$ cat src/rtl/pcap_replay_pkg.sv
`default_nettype none
// +----------------------------------------------------------------------+
// | pcap_replay_pkg                                                      |
// | Shared state encoding and default widths for the pcap replay gate.   |
// | Revision: 1.0                                                        |
// +----------------------------------------------------------------------+
package pcap_replay_pkg;

  localparam int c_state_w = 2;
  typedef logic [c_state_w-1:0] state_t;

  localparam logic [1:0] ST_IDLE = 2'd0;
  localparam logic [1:0] ST_WAIT = 2'd1;
  localparam logic [1:0] ST_SEND = 2'd2;

  localparam int c_delay_lsb_default   = 32;
  localparam int c_delay_width_default = 32;
  localparam int c_cnt_width_default   = 32;

endpackage
`default_nettype wire

$ cat src/rtl/pcap_delay_counter.sv
`default_nettype none
// +----------------------------------------------------------------------+
// | pcap_delay_counter                                                   |
// | Loadable down-counter; expire is high while the count equals one.    |
// | Revision: 1.0                                                        |
// +----------------------------------------------------------------------+
module pcap_delay_counter #(
  parameter int WIDTH = 32
) (
  input  logic             clk,
  input  logic             rst,
  input  logic             i_clr,
  input  logic             i_load,
  input  logic [WIDTH-1:0] i_load_val,
  input  logic             i_dec,
  output logic             o_expire
);

  logic [WIDTH-1:0] r_count;

  always_ff @(posedge clk or posedge rst) begin
    if (rst) begin
      r_count <= '0;
    end else if (i_clr) begin
      r_count <= '0;
    end else if (i_load) begin
      r_count <= i_load_val;
    end else if (i_dec && (r_count != '0)) begin
      r_count <= r_count - WIDTH'(1);
    end
  end

  assign o_expire = (r_count == WIDTH'(1));

endmodule
`default_nettype wire

$ cat src/rtl/pcap_replay_delay_gate.sv
`default_nettype none
// +----------------------------------------------------------------------+
// | pcap_replay_delay_gate                                               |
// | Holds each replayed packet until the tuser inter-packet gap elapses. |
// | Optional stats ports: define PCAP_DELAY_GATE_STATS_EN.               |
// | Revision: 1.0                                                        |
// +----------------------------------------------------------------------+
module pcap_replay_delay_gate
  import pcap_replay_pkg::*;
#(
  parameter int C_AXIS_DATA_WIDTH  = 256,
  parameter int C_AXIS_TUSER_WIDTH = 128,
  parameter int DELAY_LSB          = c_delay_lsb_default,
  parameter int DELAY_WIDTH        = c_delay_width_default,
  parameter int CNT_WIDTH          = c_cnt_width_default
) (
  input  logic                            axi_aclk,
  input  logic                            axi_areset,
  input  logic [C_AXIS_DATA_WIDTH-1:0]    s_axis_tdata,
  input  logic [C_AXIS_DATA_WIDTH/8-1:0]  s_axis_tstrb,
  input  logic [C_AXIS_TUSER_WIDTH-1:0]   s_axis_tuser,
  input  logic                            s_axis_tvalid,
  output logic                            s_axis_tready,
  input  logic                            s_axis_tlast,
  output logic [C_AXIS_DATA_WIDTH-1:0]    m_axis_tdata,
  output logic [C_AXIS_DATA_WIDTH/8-1:0]  m_axis_tstrb,
  output logic [C_AXIS_TUSER_WIDTH-1:0]   m_axis_tuser,
  output logic                            m_axis_tvalid,
  input  logic                            m_axis_tready,
  output logic                            m_axis_tlast,
  input  logic                            bypass_delay,
  input  logic                            sw_rst,
  output logic [CNT_WIDTH-1:0]            pkt_count
`ifdef PCAP_DELAY_GATE_STATS_EN
  ,
  output logic [CNT_WIDTH-1:0]            wait_cycles,
  output logic [CNT_WIDTH-1:0]            stall_cycles
`endif
);

  state_t                 r_state;
  state_t                 w_next_state;
  logic [DELAY_WIDTH-1:0] w_delay;
  logic                   w_delay_zero;
  logic                   w_open_raw;
  logic                   w_open;
  logic                   w_hs;
  logic                   w_load;
  logic                   w_dec;
  logic                   w_expire;
  logic [CNT_WIDTH-1:0]   r_pkt_count;

  assign w_delay      = bypass_delay ? '0 : s_axis_tuser[DELAY_LSB +: DELAY_WIDTH];
  assign w_delay_zero = (w_delay == '0);

  // The final WAIT cycle already opens, so the first beat lands exactly D cycles after it was seen.
  always_comb begin
    w_open_raw = 1'b0;
    case (r_state)
      ST_IDLE: w_open_raw = w_delay_zero;
      ST_WAIT: w_open_raw = w_expire;
      ST_SEND: w_open_raw = 1'b1;
      default: w_open_raw = 1'b0;
    endcase
  end

  assign w_open = w_open_raw & ~axi_areset & ~sw_rst;
  assign w_hs   = s_axis_tvalid & m_axis_tready & w_open;

  assign m_axis_tdata  = s_axis_tdata;
  assign m_axis_tstrb  = s_axis_tstrb;
  assign m_axis_tuser  = s_axis_tuser;
  assign m_axis_tlast  = s_axis_tlast;
  assign m_axis_tvalid = s_axis_tvalid & w_open;
  assign s_axis_tready = m_axis_tready & w_open;

  always_comb begin
    w_next_state = r_state;
    case (r_state)
      ST_IDLE: begin
        if (s_axis_tvalid) begin
          if (!w_delay_zero) begin
            w_next_state = ST_WAIT;
          end else if (w_hs && !s_axis_tlast) begin
            w_next_state = ST_SEND;
          end
        end
      end
      ST_WAIT: begin
        if (w_expire) begin
          w_next_state = (w_hs && s_axis_tlast) ? ST_IDLE : ST_SEND;
        end
      end
      ST_SEND: begin
        if (w_hs && s_axis_tlast) begin
          w_next_state = ST_IDLE;
        end
      end
      default: w_next_state = ST_IDLE;
    endcase
  end

  assign w_load = (r_state == ST_IDLE) & s_axis_tvalid & ~w_delay_zero;
  assign w_dec  = (r_state == ST_WAIT);

  pcap_delay_counter #(
    .WIDTH (DELAY_WIDTH)
  ) u_delay_counter (
    .clk        (axi_aclk),
    .rst        (axi_areset),
    .i_clr      (sw_rst),
    .i_load     (w_load),
    .i_load_val (w_delay),
    .i_dec      (w_dec),
    .o_expire   (w_expire)
  );

  always_ff @(posedge axi_aclk or posedge axi_areset) begin
    if (axi_areset) begin
      r_state     <= ST_IDLE;
      r_pkt_count <= '0;
    end else if (sw_rst) begin
      r_state     <= ST_IDLE;
      r_pkt_count <= '0;
    end else begin
      r_state <= w_next_state;
      if (w_hs && s_axis_tlast) begin
        r_pkt_count <= r_pkt_count + CNT_WIDTH'(1);
      end
    end
  end

  assign pkt_count = r_pkt_count;

`ifdef PCAP_DELAY_GATE_STATS_EN
  logic [CNT_WIDTH-1:0] r_wait_cycles;
  logic [CNT_WIDTH-1:0] r_stall_cycles;

  always_ff @(posedge axi_aclk or posedge axi_areset) begin
    if (axi_areset) begin
      r_wait_cycles  <= '0;
      r_stall_cycles <= '0;
    end else if (sw_rst) begin
      r_wait_cycles  <= '0;
      r_stall_cycles <= '0;
    end else begin
      if ((r_state == ST_WAIT) && (r_wait_cycles != '1)) begin
        r_wait_cycles <= r_wait_cycles + CNT_WIDTH'(1);
      end
      if ((r_state == ST_SEND) && m_axis_tvalid && !m_axis_tready && (r_stall_cycles != '1)) begin
        r_stall_cycles <= r_stall_cycles + CNT_WIDTH'(1);
      end
    end
  end

  assign wait_cycles  = r_wait_cycles;
  assign stall_cycles = r_stall_cycles;
`endif

endmodule
`default_nettype wire

$ cat config.mk
export PLATFORM = sky130hd
export DESIGN_NAME = pcap_replay_delay_gate
export DESIGN_NICKNAME = d
export VERILOG_FILES = /design/src/rtl/pcap_replay_pkg.sv /design/src/rtl/pcap_delay_counter.sv /design/src/rtl/pcap_replay_delay_gate.sv
export SDC_FILE = /design/constraint.sdc
export NUM_CORES = 1
export LEC_CHECK = 0
export ABC_AREA = 1
export BUFFER_PORTS_ARGS = -buffer_cell sky130_fd_sc_hd__buf_2
export CORE_AREA = 4 4 334 336
export CTS_CLUSTER_DIAMETER = 30
export DETAILED_ROUTE_END_ITERATION = 7
export DIE_AREA = 0 0 338 340
export GPL_TIMING_DRIVEN = 0
export PLACE_DENSITY = 0.3
export SETUP_SLACK_MARGIN = 0.5
export SLEW_MARGIN = 30
export SYNTH_ARGS = -nofsm -noshare
export SYNTH_HDL_FRONTEND = slang
export SYNTH_SLANG_ARGS = --single-unit
$ cat constraint.sdc
create_clock -name axi_aclk -period 5.2 [get_ports axi_aclk]
set_input_delay 0 -clock axi_aclk [delete_from_list [all_inputs] [get_ports axi_aclk]]
set_output_delay 0 -clock axi_aclk [all_outputs]
set_load 0.02 [all_outputs]
==> results of run 1 <==
==> registers in the layout, summed over array words and instances (netlist names) <==
name	count
pkt_count	32
r_state	2
u_delay_counter.r_count	32
==> synth_stat cells, types with 2 or more instances <==
master	count	area, µm²
nor2_2	2	12.5
inv_1	79	297
o21ai_1	5	25.0
nor4_1	5	31.3
nand3b_1	2	15.0
ha_1	4	50.1
inv_2	3	11.3
clkbuf_1	6	22.5
nor2_1	105	394
o22ai_1	3	18.8
nand3_1	32	160
nand4_1	25	156
buf_6	9	101
nand2_4	2	22.5
dfrtp_1	66	1650
nand2_1	211	792
nand2_2	2	12.5
xor2_1	31	272
buf_4	419	3150
o31ai_2	4	50.1
a31oi_1	3	18.8
a21oi_1	11	55.1
o21ai_0	86	430
buf_2	4	20.0
nor3_1	21	105
o211ai_1	2	15.0
xnor2_1	3	26.3
==> cell type report <==
type                    instances  share of cell area [%]
inverters                      83                    2.51
well taps                    1414                    14.0
clock inverters                 5                   0.615
diodes                          2                  0.0397
plain buffers                 442                    26.5
clock buffers                  11                    1.92
multi-input cells             565                    21.6
repair buffers                491                    19.7
flip-flops and latches         66                    13.1
==> worst max path at each step <==
stage | from | end | slack (ns) | cells past startpoint
after global routing | u_delay_counter.r_count[10] | m_axis_tvalid | 2.40 | 10
after detailed placement | u_delay_counter.r_count[10] | pkt_count[23] | 2.70 | 12
after global placement | axi_areset | pkt_count[18] | 0.72 | 9
final | u_delay_counter.r_count[10] | m_axis_tvalid | 2.75 | 10
after floorplan | axi_areset | pkt_count[23] | 2.65 | 8
after CTS | u_delay_counter.r_count[10] | m_axis_tvalid | 2.58 | 10
==> cells in the final DEF, fill, tap and decap left out, types with 5 or more instances in the layout <==
master       n
a21oi_1     11
inv_1       78
o21ai_1      5
buf_2      492
o21ai_0     86
nor2_1     105
dfrtp_1     66
nor4_1       5
clkbuf_16    9
nand2_1    211
nor3_1      21
buf_6        9
buf_4      419
nand3_1     32
clkbuf_1     7
xor2_1      31
nand4_1     25
==> metal layers <==
metal  wire [µm]  part of all wire (%)  GRT usage, %  vias to the layer above
met5           0                     0             0                        -
met4         401                  0.91          1.18                        0
met3        2560                   5.8          1.42                       15
met2       21800                    50          12.3                      422
met1       19200                    44          9.16                     3872
li1            -                     -             -                     4234
==> logic make-up (layout without fill, tap and decap cells) <==
kind of cell	Yosys count	after routing	share of synthesized area [%]
AOI/OAI and AO/OA	117	117	8.04
xor gates and xnor gates	34	34	3.71
adders and majority gates	4	4	0.624
buffers and inverters	525	1032	45.5
DFF	66	66	20.6
other	0	2	0
and+or+nand+nor	410	410	21.6
==> metrics by stage <==
stage	cells	power, W
after floorplan	1156	0.00195
after global placement	3058	0.00252
after detailed placement	3059	0.00250
after CTS	3077	0.00325
after global routing	3078	0.00345
final	3079	0.00318
==> power breakdown <==
part	leakage [nW]	total (W)	switching [W]	internal, W
Clock	0.156	0.000717	0.000285	0.000432
Sequential	0.900	0.000710	0.0000960	0.000614
Combinational	5.42	0.00175	0.00109	0.000662
==> critical path, cell delays in order, from the launching register on <==
cell and delay (ns):
dfrtp_1 0.42, nor2_1 0.24, nand2_1 0.10, nor2_1 0.20
nand3b_1 0.10, nor2_1 0.18, nand2_1 0.07, nand2_1 0.12
nand2_1 0.14, nor2_1 0.25, buf_2 0.23
==> timing repair <==
item	4_1_cts	5_1_grt
endpoints found under the setup margin	0	0
hold endpoints to repair	67	0
hold buffers	2	0
==> flow_summary.json, run 1 <==
{
  "ys_seq_elements": 66,
  "tns_ns": 0,
  "firstDrtPassIters": 6,
  "slew_violations": 0,
  "rows": 121,
  "synth_cell_type_count": 38,
  "r2r_start": "u_delay_counter.r_count[0]",
  "final_core_util_pct": 11.6,
  "multiInputGateArea_um2": 2720,
  "synth_edf_count": 0,
  "grt_pass1_wl_um": 59100,
  "irDropWorstVdd_v": 0.000174,
  "async_flop_share_pct": 100,
  "seq_area_frac_synth_pct": 20.6,
  "leakage_nw": 6.47,
  "dieWidth_um": 338,
  "end_kind": "primary output",
  "fillers": 12639,
  "synth_top_flop_cell": "dfrtp_1",
  "fmax_ghz": 0.408,
  "grt_pass1_vias": 8494,
  "synthesis.area_um2": 8030,
  "drcViolationCount": 0,
  "wirelength_um": 43900,
  "drive_gt1_share_pct": 57.5,
  "grt_setup_unrepaired": "false",
  "wl_per_cell_um": 14.3,
  "cts.sinks": 66,
  "post_cts_buffers": 0,
  "grt_usage_pct": 7.09,
  "start_util_pct": 7.39,
  "reg2reg_depth": 11,
  "vias": 8543,
  "routed_via_density": 2.77,
  "antenna_found_initial": 2,
  "overflow": 0,
  "dieArea_um2": 115000,
  "seq_area_um2": 1650,
  "crit_path_start_kind": "flip-flop",
  "period_needed_ns": 2.45,
  "worstHoldEndpoint": "u_delay_counter.r_count[16]",
  "finalClockSkew_ns": 0.0168,
  "numPortBuffers": 488,
  "synth-warning-count": 0,
  "slew_headroom_pct": 37.9,
  "arrival_ns": 2.45,
  "gp_congestion": 0.793,
  "dp_hpwl_um": 38700,
  "finalWorstSetupSlack_ns": 2.75,
  "worst-path-max-fanout": 4,
  "placed_area_um2": 12300,
  "ctsResizeCount": 0,
  "cts_max_path_buffers": 2,
  "area_growth_pct": 57.2,
  "ant_nets": 0,
  "max_cap_viol_count": 0,
  "clk_pin_slew_ns": 0.07,
  "cp.required_ns": 5.20,
  "holdPathStages": 5,
  "status": "complete, no violations",
  "ios": 874,
  "tritoncts": "built",
  "fin_area_um2": 12600,
  "synth_cells": 1156,
  "grt_max_degree": 50,
  "finalSetupViolations": 0,
  "ctsHtreeMaxLevel": 3,
  "core-area_um2": 109000,
  "critical_path_class": "flip-flop to primary output",
  "tightestPinTransition_ns": 0.928,
  "hold_class": "input pin to flip-flop",
  "layout.nets": 2085,
  "rrSetupSlack_ns": 2.77,
  "hold_violations": 0,
  "clock-root-buffer": "clkbuf_16",
  "cellPowerDensity_nw_per_um2": 252,
  "pre_cts_slack_ns": 2.70,
  "drt_first_iter_violations": 365,
  "hold-worst-slack_ns": 0.0586,
  "clk_latency_ns": 0.38,
  "hold_start": "s_axis_tuser[48]",
  "cts_made_buffers": 9,
  "fin_crit_sh_pct": 47.2,
  "r2r-end": "u_delay_counter.r_count[30]",
  "die_h_um": 340,
  "syn_nets": 1583,
  "postSynthAreaPerCell_um2": 6.94
}
Note: power is estimated with default switching activity, not from simulation.
==> inputs of run 2 (changes only) <==
--- a/config.mk
+++ b/config.mk
@@ -7,10 +7,10 @@
 export LEC_CHECK = 0
 export ABC_AREA = 1
 export BUFFER_PORTS_ARGS = -buffer_cell sky130_fd_sc_hd__buf_2
-export CORE_AREA = 4 4 334 336
+export CORE_AREA = 4 4 337 339
 export CTS_CLUSTER_DIAMETER = 30
 export DETAILED_ROUTE_END_ITERATION = 7
-export DIE_AREA = 0 0 338 340
+export DIE_AREA = 0 0 341 343
 export GPL_TIMING_DRIVEN = 0
 export PLACE_DENSITY = 0.3
 export SETUP_SLACK_MARGIN = 0.5
==> constraint.sdc (replaced) <==
create_clock -name axi_aclk -period 2.1 [get_ports axi_aclk]
set_input_delay 0 -clock axi_aclk [delete_from_list [all_inputs] [get_ports axi_aclk]]
set_output_delay 0 -clock axi_aclk [all_outputs]
set_load 0.02 [all_outputs]
==> run 2 against run 1 <==
Effect of this change:
- combinational power rose to 3.0 times the previous value
- design area up 6.6%
- worst setup slack worse by 2.7 ns
- register-to-register slack worse by 2.8 ns
- final cell count up 3.4%
- wire length up 2.2%
- clock skew down 0.0019 ns
- largest cell class unchanged
- largest power group unchanged
- highest routed layer is now met5
==> flow_summary.json, run 2 (same netlist as run 1, synthesis figures left out) <==
{
  "finalSetupViolations": 0,
  "routed_via_density": 2.76,
  "critical_path_class": "flip-flop to flip-flop",
  "holdPathStages": 3,
  "switching_share_pct": 47.5,
  "max_cap_viol_count": 0,
  "mostFrequentLayoutCells": "buf_2, buf_4, nand2_1",
  "r2r_start": "u_delay_counter.r_count[6]",
  "slew_headroom_pct": 44.4,
  "die_h_um": 343,
  "dp_hpwl_um": 39100,
  "multiInputGateArea_um2": 3080,
  "crit_buf_inv": 3,
  "reg2reg_depth": 13,
  "antenna_found_initial": 3,
  "grt_usage_pct": 6.92,
  "path_cells": "nor2_4, inv_2, nor2_1, nand3b_1, nor2_4, nand2_2, nand2_4, nand4_4, nand2_4, buf_12, clkbuf_16, nand4_1, o21ai_1",
  "numPortBuffers": 488,
  "hold-worst-slack_ns": 0.0437,
  "overflow": 0,
  "cellPowerDensity_nw_per_um2": 628,
  "p_int_w": 0.00444,
  "fin_crit_sh_pct": 100,
  "period_needed_ns": 2.10,
  "gp_congestion": 0.738,
  "tritoncts": "built",
  "worst-path-max-fanout": 7,
  "max_stage_delay_ns": 0.44,
  "clock-root-buffer": "clkbuf_16",
  "worstHoldEndpoint": "u_delay_counter.r_count[1]",
  "cts_max_path_buffers": 2,
  "cpLargestDelayFamily": "simple AND/OR/NAND/NOR gates",
  "rows": 122,
  "ios": 874,
  "mostFrequentLayoutCell": "buf_2",
  "grt_pass1_wl_um": 59500,
  "finalClockSkew_ns": 0.0149,
  "grt_max_degree": 20,
  "layout.nets": 2119,
  "slew_violations": 0,
  "ctsHtreeMaxLevel": 3,
  "pre_cts_slack_ns": -0.631,
  "hold_class": "input pin to flip-flop",
  "arrival_ns": 2.39,
  "crit_path_start_kind": "flip-flop",
  "tightestPinTransition_ns": 0.834,
  "cts.sinks": 66,
  "p_comb_share_pct": 61.9,
  "fmax_ghz": 0.476,
  "drt_first_iter_violations": 359,
  "vias": 8791,
  "seq_area_um2": 1660,
  "leakage_nw": 6.77,
  "firstDrtPassIters": 5,
  "ant_nets": 0,
  "hold_start": "s_axis_tuser[33]",
  "dieArea_um2": 117000,
  "wirelength_um": 44900,
  "core-area_um2": 110000,
  "drcViolationCount": 0,
  "p_clk_share_pct": 17.1,
  "status": "complete, no violations",
  "power_switching_w": 0.00401,
  "dieWidth_um": 341,
  "irDropWorstVdd_v": 0.000310,
  "fillers": 12852,
  "end_kind": "flip-flop",
  "hold_violations": 0,
  "r2r-end": "pkt_count[11]",
  "rrSetupSlack_ns": 0.0009,
  "clk_latency_ns": 0.37,
  "cts_made_buffers": 9,
  "crit_path_top_delay_cell": "dfrtp_2",
  "area_growth_pct": 67.6,
  "grt_pass1_vias": 8637,
  "clk_pin_slew_ns": 0.06,
  "grt_setup_unrepaired": "true",
  "drive_gt1_share_pct": 63.6,
  "power_frac_seq_pct": 21.0,
  "start_util_pct": 7.27,
  "cp.required_ns": 2.39,
  "wl_per_cell_um": 14.1,
  "finalWorstSetupSlack_ns": 0.000868
}
==> run 2: cell types whose count changed in the layout (fill, tap and decap cells not counted), moves of 11 or more <==
cell / change
o21ai_1: +33
nor2_4: +11
nand2_1: -18
nand3_1: -11
nor2_1: -23
nand2_2: +13
nor2_2: +12
buf_4: +26
o21ai_0: -43
nand3_2: +11
==> run 2: cell type report <==
type | count | area share [%]
diodes | 2 | 0.0372
multi-input cells | 565 | 22.9
repair buffers | 525 | 21.2
plain buffers | 442 | 25.4
well taps | 1488 | 13.8
inverters | 83 | 2.43
flip-flops and latches | 66 | 12.3
clock inverters | 4 | 0.149
clock buffers | 10 | 1.78
==> run 2: worst max path at each step <==
stage	start	endpoint	slack [ns]	cells past startpoint
6_report	u_delay_counter.r_count[6]	pkt_count[11]	0.0009	13
5_1_grt	u_delay_counter.r_count[9]	pkt_count[31]	-0.15	13
4_1_cts	u_delay_counter.r_count[9]	pkt_count[18]	0.004	13
3_5_place_dp	u_delay_counter.r_count[12]	pkt_count[21]	-0.63	12
3_3_place_gp	axi_areset	pkt_count[21]	-1.16	9
2_1_floorplan	axi_areset	pkt_count[23]	0.22	8
==> run 2: per-stage QoR <==
stage	cells	total power [W]	utilization (%)	area, µm²	TNS [ns]
6_report	3185	0.00845	12.2	13400	0
5_1_grt	3185	0.00913	12.2	13400	-4.71
4_1_cts	3177	0.00852	12.0	13300	0
3_5_place_dp	3135	0.00645	11.4	12500	-28.48
3_3_place_gp	3132	0.00648	11.3	12500	-47.84
2_1_floorplan	1156	0.00507	-	8180	0
==> run 2: worst min-delay path: stages <==
cell and delay (ns):
buf_2 0.14, a31oi_1 0.09, o22ai_1 0.12
==> run 2: layer usage <==
metal / vias up / GRT usage, % / share of wire (%)
met5: - / 0 / 0.029
met4: 2 / 2.83 / 2.9
met3: 36 / 1.31 / 6.8
met2: 442 / 12.0 / 50
met1: 4004 / 8.37 / 40
li1: 4307 / - / -
==> run 2: timing repair <==
action | in CTS | in global routing
gates resized for setup | 63 | 36
hold buffers | 4 | 1
cloned | 1 | 2
pin swaps | 13 | 7
hold endpoints to repair | 32 | 4
endpoints found under the setup margin | 68 | 68
setup buffers | 23 | 3
==> run 2: power groups by stage <==
stage / Sequential [W] / Combinational, W / Clock (W)
floorplan: 0.00173 / 0.00334 / 0
global placement: 0.00180 / 0.00467 / 0
detailed placement: 0.00180 / 0.00465 / 0
CTS: 0.00176 / 0.00521 / 0.00154
global route: 0.00179 / 0.00577 / 0.00157
finish: 0.00177 / 0.00523 / 0.00145
==> inputs of run 3 (changes only) <==
--- a/config.mk
+++ b/config.mk
@@ -7,10 +7,10 @@
 export LEC_CHECK = 0
 export ABC_AREA = 1
 export BUFFER_PORTS_ARGS = -buffer_cell sky130_fd_sc_hd__buf_2
-export CORE_AREA = 4 4 337 339
+export CORE_AREA = 4 4 334 336
 export CTS_CLUSTER_DIAMETER = 30
 export DETAILED_ROUTE_END_ITERATION = 7
-export DIE_AREA = 0 0 341 343
+export DIE_AREA = 0 0 338 340
 export GPL_TIMING_DRIVEN = 0
 export PLACE_DENSITY = 0.3
 export SETUP_SLACK_MARGIN = 0.5
==> constraint.sdc (replaced) <==
create_clock -name axi_aclk -period 2.54 [get_ports axi_aclk]
set_input_delay 0 -clock axi_aclk [delete_from_list [all_inputs] [get_ports axi_aclk]]
set_output_delay 0 -clock axi_aclk [all_outputs]
set_load 0.02 [all_outputs]
==> run 3 against run 2 <==
Effect of this change:
- sequential share of layout area is 0.11 points lower
- worst setup slack better by 0.50 ns
- wire length is 1.5% higher
- worst hold slack better by 0.015 ns
- critical path depth is 2 lower
- sequential power is 16% lower
- combinational power is 13% lower
- via count hardly changed
- clock skew is 0.00090 ns lower
- largest cell class unchanged
- highest routed layer is now met4
==> flow_summary.json, run 3 (same netlist as run 1, synthesis figures left out) <==
{
  "vias": 8787,
  "mostFrequentLayoutCells": "buf_2, buf_4, nand2_1",
  "placed_area_um2": 12300,
  "fin_cells": 3127,
  "slew_violations": 0,
  "cts.sinks": 66,
  "wirelength_um": 45500,
  "dp_hpwl_um": 39800,
  "max_cap_viol_count": 0,
  "cts_max_path_buffers": 2,
  "clock-root-buffer": "clkbuf_16",
  "gp_congestion": 0.876,
  "antenna_found_initial": 5,
  "area_growth_pct": 69.0,
  "grt_max_degree": 22,
  "overflow": 0,
  "met2_usage_pct": 12.4,
  "cp.required_ns": 2.76,
  "grt_setup_unrepaired": "true",
  "leakage_nw": 6.84,
  "ctsHtreeMaxLevel": 3,
  "fmax_ghz": 0.490,
  "cellPowerDensity_nw_per_um2": 551,
  "power_w": 0.00748,
  "grt_use_met1_pct": 9.51,
  "drt_first_iter_violations": 340,
  "ios": 874,
  "max_stage_delay_ns": 0.46,
  "dieWidth_um": 338,
  "crit_path_top_delay_cell": "dfrtp_1",
  "ant_nets": 0,
  "rows": 121,
  "crit_path_start_kind": "flip-flop",
  "finalClockSkew_ns": 0.0140,
  "grt_usage_pct": 7.29,
  "end_kind": "flip-flop",
  "grt_pass1_wl_um": 60400,
  "use_met3_pct": 1.47,
  "slew_headroom_pct": 47.9,
  "period_needed_ns": 2.04,
  "fillers": 12604,
  "hold_violations": 0,
  "drive_gt1_share_pct": 63.9,
  "dieArea_um2": 115000,
  "fin_crit_sh_pct": 80.3,
  "arrival_ns": 2.26,
  "worst-path-max-fanout": 11,
  "die_h_um": 340,
  "irDropWorstVdd_v": 0.000309,
  "dp_cells": 3061,
  "mostFrequentLayoutCell": "buf_2",
  "busiest_layer": "met2",
  "path_cells": "nor2_4, nand2_2, nand3b_1, nor2_4, nand2_2, nand2_4, nand4_4, buf_6, buf_6, nand3_1, o31ai_2",
  "wl_per_cell_um": 14.6,
  "clk_latency_ns": 0.38,
  "core-area_um2": 109000,
  "grt_pass1_vias": 8625,
  "tritoncts": "built",
  "layout.nets": 2131,
  "tightestPinTransition_ns": 0.779,
  "numPortBuffers": 488,
  "clk_pin_slew_ns": 0.06,
  "start_util_pct": 7.39,
  "finalSetupViolations": 0,
  "status": "complete, no violations",
  "routed_via_density": 2.81,
  "drcViolationCount": 0,
  "hold_class": "input pin to flip-flop",
  "crit_buf_inv": 2,
  "fin_area_um2": 13600,
  "cts_made_buffers": 9,
  "critical_path_class": "flip-flop to flip-flop",
  "firstDrtPassIters": 4,
  "cpLargestDelayFamily": "simple AND/OR/NAND/NOR gates"
}
==> run 3: cell count changes in the layout (fill, tap and decap cells not counted), sizes merged <==
cell | before | now
clkinvlp | 1 | 2
buf | 954 | 966
dlygate4sd3 | 4 | 5
bufinv | 0 | 2
diode | 2 | 4
inv | 81 | 80
clkinv | 5 | 4
==> run 3: final timing paths <==
kind | start | end | slack (ns) | cells after the start
max | u_delay_counter.r_count[4] | pkt_count[16] | 0.50 | 11
min | s_axis_tuser[60] | u_delay_counter.r_count[28] | 0.06 | 5
max reg2reg | u_delay_counter.r_count[4] | pkt_count[16] | 0.50 | 11
min reg2reg | u_delay_counter.r_count[16] | u_delay_counter.r_count[16] | 0.55 | 2
max in group asynchronous | axi_areset | u_delay_counter.r_count[6] | 1.68 | 6
min in group asynchronous | axi_areset | pkt_count[12] | 0.35 | 3
==> run 3: timing repair <==
action                                  CTS  global route
endpoints found under the setup margin   67            67
pin swaps                                15            21
hold endpoints to repair                 32            19
hold buffers                              4             1
resized for setup                        65           127
gates cloned                              1             2
buffers inserted                         16            22
==> run 3: metrics by stage <==
stage	hold slack, ns	util (%)	setup TNS (ns)	worst slack (ns)
4_1_cts	0.0309	12.0	0	0.401
6_report	0.0582	12.5	0	0.500
2_1_floorplan	0.113	-	0	0.557
3_5_place_dp	0.0318	11.3	0	0.0759
5_1_grt	0.0766	12.5	0	0.361
3_3_place_gp	0.219	11.3	-24.72	-0.795
==> run 3: cell type report <==
type / instances / area [µm²] / area share, %
Multi-Input combinational cell: 565 / 3130 / 23.1
Inverter: 83 / 329 / 2.43
Tap cell: 1414 / 1770 / 13.0
Buffer: 442 / 3410 / 25.1
Antenna cell: 4 / 10.0 / 0.0738
Clock inverter: 5 / 77.6 / 0.572
Sequential cell: 66 / 1650 / 12.2
Timing Repair Buffer: 537 / 2940 / 21.7
Clock buffer: 11 / 243 / 1.79
==> run 3: worst reg2reg max path, delay by kind of cell, from the launching register on <==
| family | cells | cell delay [ns] |
|---|---|---|
| buffers and inverters | 2 | 0.37 |
| AND/OR/NAND/NOR | 8 | 1.00 |
| flip-flops | 1 | 0.46 |
| AO/OA/AOI/OAI | 1 | 0.07 |
==> run 3: report_power, final <==
group / switching, W / internal (W)
combinational: 0.00268 / 0.00186
sequential: 0.000222 / 0.00126
clock: 0.000572 / 0.000883
total: 0.00347 / 0.00401
==> run 3: per-layer routing <==
| metal | up-vias | wire [µm] | share of wire [%] |
|---|---|---|---|
| li1 | 4340 | - | - |
| met1 | 3971 | 19700 | 43 |
| met2 | 455 | 22200 | 49 |
| met3 | 21 | 2940 | 6.4 |
| met4 | 0 | 700 | 1.5 |
| met5 | - | 0 | 0 |
